File: src/rtl/alu_mul_seq_pkg.sv
// Shared definitions for the multiply sequencer: ALU control encodings and FSM states.
package alu_mul_seq_pkg;

  // ALU control bit order: ex,nx,ey,ny,f,no (ex/ey pass X/Y through, zero them when low)
  localparam logic [5:0] C_EX = 6'd32;
  localparam logic [5:0] C_NX = 6'd16;
  localparam logic [5:0] C_EY = 6'd8;
  localparam logic [5:0] C_NY = 6'd4;
  localparam logic [5:0] C_F  = 6'd2;
  localparam logic [5:0] C_NO = 6'd1;

  localparam logic [5:0] C_ADD  = C_EX | C_EY | C_F;
  localparam logic [5:0] C_ZERO = C_F;

  typedef enum logic [1:0] {
    ST_IDLE  = 2'd0,
    ST_SHIFT = 2'd1,
    ST_ADD   = 2'd2,
    ST_DONE  = 2'd3
  } state_t;

endpackage

File: src/rtl/alu_mul_seq.sv
// MSB-first shift-and-add multiplier that borrows the external combinational ALU,
// issuing one add per cycle (the shift is acc+acc).
module alu_mul_seq
  import alu_mul_seq_pkg::*;
#(
  parameter int WIDTH     = 16,
  parameter bit ZERO_SKIP = 1'b1
) (
  input  logic             clk,
  input  logic             rst_n,
  input  logic             start,
  input  logic [WIDTH-1:0] a,
  input  logic [WIDTH-1:0] b,
  output logic             busy,
  output logic             done,
  output logic [WIDTH-1:0] product,
  output logic             product_z,
  output logic [WIDTH-1:0] alu_x,
  output logic [WIDTH-1:0] alu_y,
  output logic [5:0]       alu_c,
  output logic             alu_en_bar,
  input  logic [WIDTH-1:0] alu_out,
  input  logic             alu_z
);

  localparam int CNT_W = $clog2(WIDTH);
  localparam logic [CNT_W-1:0] CNT_LAST = CNT_W'(WIDTH - 1);

  state_t           state;
  logic [WIDTH-1:0] acc;
  logic [WIDTH-1:0] mcand;
  logic [WIDTH-1:0] mplier;
  logic [CNT_W-1:0] cnt;

  // product_z comes from the registered product, so the ALU Z flag is not needed
  logic unused_alu_z;
  assign unused_alu_z = alu_z;

  assign busy       = (state != ST_IDLE);
  assign done       = (state == ST_DONE);
  assign alu_en_bar = 1'b1;

  always_comb begin
    alu_x = '0;
    alu_y = '0;
    alu_c = C_ZERO;
    case (state)
      ST_SHIFT: begin
        alu_x = acc;
        alu_y = acc;
        alu_c = C_ADD;
      end
      ST_ADD: begin
        alu_x = acc;
        alu_y = mcand;
        alu_c = C_ADD;
      end
      default: ;
    endcase
  end

  // product is captured on the final SHIFT/ADD so it is already valid while done is high
  always_ff @(posedge clk or negedge rst_n) begin
    if (!rst_n) begin
      state     <= ST_IDLE;
      acc       <= '0;
      mcand     <= '0;
      mplier    <= '0;
      cnt       <= '0;
      product   <= '0;
      product_z <= 1'b1;
    end else begin
      case (state)
        ST_IDLE: begin
          if (start) begin
            mcand  <= a;
            mplier <= b;
            acc    <= '0;
            cnt    <= '0;
            if (ZERO_SKIP && ((a == '0) || (b == '0))) begin
              state     <= ST_DONE;
              product   <= '0;
              product_z <= 1'b1;
            end else begin
              state <= ST_SHIFT;
            end
          end
        end
        ST_SHIFT: begin
          acc <= alu_out;
          if (mplier[WIDTH-1]) begin
            state <= ST_ADD;
          end else if (cnt == CNT_LAST) begin
            state     <= ST_DONE;
            product   <= alu_out;
            product_z <= (alu_out == '0);
          end else begin
            cnt    <= cnt + CNT_W'(1);
            mplier <= mplier << 1;
          end
        end
        ST_ADD: begin
          acc <= alu_out;
          if (cnt == CNT_LAST) begin
            state     <= ST_DONE;
            product   <= alu_out;
            product_z <= (alu_out == '0);
          end else begin
            cnt    <= cnt + CNT_W'(1);
            mplier <= mplier << 1;
            state  <= ST_SHIFT;
          end
        end
        ST_DONE: state <= ST_IDLE;
        default: state <= ST_IDLE;
      endcase
    end
  end

endmodule

File: config.mk
export PLATFORM = sky130hd
export DESIGN_NAME = alu_mul_seq
export DESIGN_NICKNAME = d
export VERILOG_FILES = /design/src/rtl/alu_mul_seq_pkg.sv /design/src/rtl/alu_mul_seq.sv
export SDC_FILE = /design/constraint.sdc
export NUM_CORES = 1
export LEC_CHECK = 0
export CORE_UTILIZATION = 48
export CTS_CLUSTER_DIAMETER = 30
export CTS_CLUSTER_SIZE = 30
export DETAILED_ROUTE_END_ITERATION = 12
export GPL_TIMING_DRIVEN = 0
export PLACE_DENSITY = 0.81
export SKIP_LAST_GASP = 1
export SLEW_MARGIN = 20
export SYNTH_ARGS = -nofsm -noshare
export SYNTH_HDL_FRONTEND = slang
export SYNTH_SLANG_ARGS = --single-unit
File: constraint.sdc
create_clock -name clk -period 2.3 [get_ports clk]
set_input_delay 0.23 -clock clk [delete_from_list [all_inputs] [get_ports clk]]
set_output_delay 0.23 -clock clk [all_outputs]
set_load 0.02 [all_outputs]
==> impl_metrics.csv <==
group,metric,value,unit
drt,via_count,3366,
critical_path,worst_r2r_endpoint,"mplier[9]",
floorplanning,chipWidth,89.8,um
timing,slew_headroom,61.3,%
timing,hold_viol,0,
synth,synth.top_cell.area_share,47.3,%
synth,ys_top_cells_by_area,"sky130_fd_sc_hd__dfrtp_1 (47%), sky130_fd_sc_hd__a22o_1 (8.0%), sky130_fd_sc_hd__mux2_2 (4.9%)",
worst_hold_path,holdCritPathClass,"input pin to asynchronous set/reset pin",
critical_path,critPathMaxStageDelay,0.39,ns
critical_path,path_class,"flip-flop to output pin",
drt,detail_route.iter0.violations,183,
drt,drc,0,
synth,post-synth-top-area-cell,"sky130_fd_sc_hd__dfrtp_1",
timing,maxSlewViolCount,0,
synth,synth_top_flop_cell,"sky130_fd_sc_hd__dfrtp_1",
layout,antenna-diode-count,0,
synth,synth.yosys.seq_area_share,48.0,%
clock_network,cts_htree_levels,3,
timing,post-route-period-util,96.7,%
timing,time_the_worst_path_needs_with_i_o_delays_and_setup,2.22,ns
power,largest_vdd_supply_drop,921,uV
critical_path,r2r_setup_slack,0.18,ns
clock_network,cts.sink_count,71,
critical_path,cp_num_buf_inv,4,
timing,fmaxAchievable,450,MHz
critical_path,worstPathCellList,"buf_4 -> ha_2 -> and2_0 -> buf_6 -> clkbuf_8 -> a22o_1 -> clkdlybuf4s15_2",
synth,synth-seq-cells,71,
critical_path,path_max_fanout,10,
synth,synth_warnings,0,
floorplanning,placeableCoreArea,7370,um^2
layout,num-nets-final,531,
global_routing,track_usage,25.5,%
layout,post-route-util,70.4,%
clock_network,cts_tree,"built",
job,max_cap_viols,0,
global_routing,vias_in_the_first_global_route,3258,
synth,netlist_area_before_placement,3700,um^2
floorplanning,io-pin-count,110,
critical_path,largest_delay_contributor_family_on_the_critical_path,"buffers and inverters",
power,cellPowerDensity,1500,nW/um^2
clock_network,clock_insertion_delay_worst_skew,0.34,ns
synth,synth.cells.most_frequent,"sky130_fd_sc_hd__dfrtp_1 (70), sky130_fd_sc_hd__a22o_1 (34), sky130_fd_sc_hd__inv_1 (23)",
critical_path,crit_path_slowest_cell,"sky130_fd_sc_hd__dfrtp_1",
global_routing,global_route_congestion_overflow_total,0,
drt,detailedRoute.firstPassIterationCount,4,
synth,synth_enable_flop_cells,0,
synth,yosysMostFrequentCell,"sky130_fd_sc_hd__dfrtp_1",
clock_network,clkSlewWorstSetupHoldPaths,0.08,ns
placed_design,numPortBuffers,103,
timing,fin_setup_tns,0,ns
global_routing,antenna_found_initial,0,
power,static-leakage-power,0.00223,uW
critical_path,critical_path_required,2.07,ns
drt,post_drt_via_cell_ratio,5.82,
placed_design,routabilityCongestion,0.842,
timing,worst_pin_slew,0.580,ns
placed_design,place_hpwl,7480,um
floorplanning,die-height,89.8,um
drt,routed_length_per_placed_instance,17.4,um
timing,final.setup_skew,0.00889,ns
clock_network,ctsLongestPathBuffers,2,
critical_path,worstPathArrival,1.99,ns
global_routing,first_pass_grt_wire_length,16300,um
floorplanning,initial_core_util,50.3,%
layout,ratio_of_cells_with_drive_above_1_in_the_final_layout,18.8,%
floorplanning,die_area,8070,um^2
synth,syn-mean-instance-area,10.5,um^2
critical_path,crit_startpoint,"state[0]",
timing,setup_repair_after_global_routing_missed_its_margin,"no",
synth,syn_inst,353,
timing,finalHoldWorstSlack,0.366,ns
layout,post_route_cell_area,5190,um^2
global_routing,maximum_number_of_pins_on_one_net_before_global_route_repair,42,
power,report.power.total,7770,uW
critical_path,r2r_cells,6,
synth,async_reset_ff_share,100,%
drt,antenna_left,0,
status,result_of_the_run,"finished clean",
critical_path,crit-reg2reg-launch,"cnt[0]",
layout,area_delta_synth_final,40.1,%
timing,final_report_setup_violation_count,0,
clock_network,numCtsBuffers,9,
clock_network,root_buffer,"sky130_fd_sc_hd__clkbuf_8",
critical_path,setup.worst_path.end_class,"output pin",
critical_path,start_kind,"flip-flop",
synth,count_of_different_cell_masters_after_synthesis,43,
floorplanning,core.rowCount,31,
drt,routed_wirelength,10000,um
placed_design,place_area,4890,um^2
==> stage by stage <==
stage | setup slack, ns | cells
CTS | -0.130 | 576
global placement | -1.30 | 558
global route | 0.00128 | 578
detailed placement | -0.611 | 559
finish | 0.0764 | 578
floorplan | 0.126 | 356
==> metal layers <==
metal / vias up / global-route usage (%) / part of all wire, %
met3: 14 / 4.57 / 6.1
met1: 1671 / 31.3 / 41
met5: - / 0 / 0
li1: 1528 / - / -
met2: 153 / 45.5 / 51
met4: 0 / 7.65 / 1.2
==> flip-flops by register name, summed over array words and instances (netlist names) <==
signal     cells
state          2
acc           16
product       16
mplier        16
cnt            4
mcand         16
product_z      1
==> worst register-to-register path, cell delays in order (launching register included) <==
cell	delay, ns
sky130_fd_sc_hd__dfrtp_1	0.45
sky130_fd_sc_hd__ha_1	0.28
sky130_fd_sc_hd__and3_1	0.24
sky130_fd_sc_hd__o21ai_1	0.31
sky130_fd_sc_hd__clkbuf_1	0.40
sky130_fd_sc_hd__a31oi_1	0.16
sky130_fd_sc_hd__a21oi_1	0.19
==> area by class of cell <==
| class | count | area [um^2] |
|---|---|---|
| tap | 99 | 124 |
| buffer | 31 | 198 |
| inverter | 23 | 86.3 |
| clock buffer | 10 | 138 |
| sequential | 71 | 1780 |
| fill | 567 | 2180 |
| multi-input combinational | 228 | 1690 |
| timing repair buffer | 110 | 1060 |
| clock inverter | 6 | 115 |
==> cell usage in the layout, fill, tap and decap left out, types with 3 or more instances in the layout <==
cell type	n
sky130_fd_sc_hd__a21oi_1	17
sky130_fd_sc_hd__a22o_1	34
sky130_fd_sc_hd__a31oi_1	16
sky130_fd_sc_hd__and2_1	16
sky130_fd_sc_hd__buf_2	6
sky130_fd_sc_hd__buf_4	12
sky130_fd_sc_hd__buf_6	3
sky130_fd_sc_hd__bufinv_16	3
sky130_fd_sc_hd__clkbuf_1	16
sky130_fd_sc_hd__clkbuf_8	13
sky130_fd_sc_hd__clkdlybuf4s15_2	5
sky130_fd_sc_hd__clkdlybuf4s50_1	70
sky130_fd_sc_hd__conb_1	5
sky130_fd_sc_hd__dfrtp_1	70
sky130_fd_sc_hd__dlygate4sd2_1	22
sky130_fd_sc_hd__ha_1	3
sky130_fd_sc_hd__inv_1	21
sky130_fd_sc_hd__mux2_2	16
sky130_fd_sc_hd__nand2_1	7
sky130_fd_sc_hd__nand4_1	20
sky130_fd_sc_hd__nor2_1	16
sky130_fd_sc_hd__nor2b_1	15
sky130_fd_sc_hd__nor4_1	8
sky130_fd_sc_hd__nor4_2	4
sky130_fd_sc_hd__o21ai_0	8
sky130_fd_sc_hd__o22ai_1	6
sky130_fd_sc_hd__o22ai_2	10
==> where the power goes <==
group / switching (uW) / leakage [uW] / total (uW) / internal, uW
Sequential: 344 / 0.000893 / 2100 / 1760
Clock: 490 / 0.000124 / 1250 / 758
Combinational: 2510 / 0.00122 / 4420 / 1910
==> timing repair <==
item | in CTS | in global routing
pin swaps | 0 | 1
endpoints found under the setup margin | 32 | 16
hold buffers | 1 | 0
setup buffers | 2 | 3
resized for setup | 67 | 9
hold endpoints to repair | 29 | 0
==> cells by family (layout without fill, tap and decap cells) <==
family	Yosys count	in the layout	share of synthesized area (%)
multiplexers	17	17	5.27
buffers and inverters	57	180	7.23
adder cells (fa/ha/maj)	5	5	1.69
flip-flops	71	71	48.0
AND/OR/NAND/NOR	100	100	16.6
other	2	5	0.203
AO/OA/AOI/OAI	101	101	21.0
==> how the worst max path moves through the flow <==
stage | endpoint | slack [ns] | cells past startpoint
2_1_floorplan | alu_y[0] | 0.13 | 7
3_3_place_gp | mcand[12] | -1.30 | 1
3_5_place_dp | alu_y[7] | -0.61 | 8
4_1_cts | alu_y[7] | -0.13 | 8
5_1_grt | alu_y[5] | 0.001 | 7
6_report | alu_y[5] | 0.08 | 7
(Power assumes the default switching activity.)
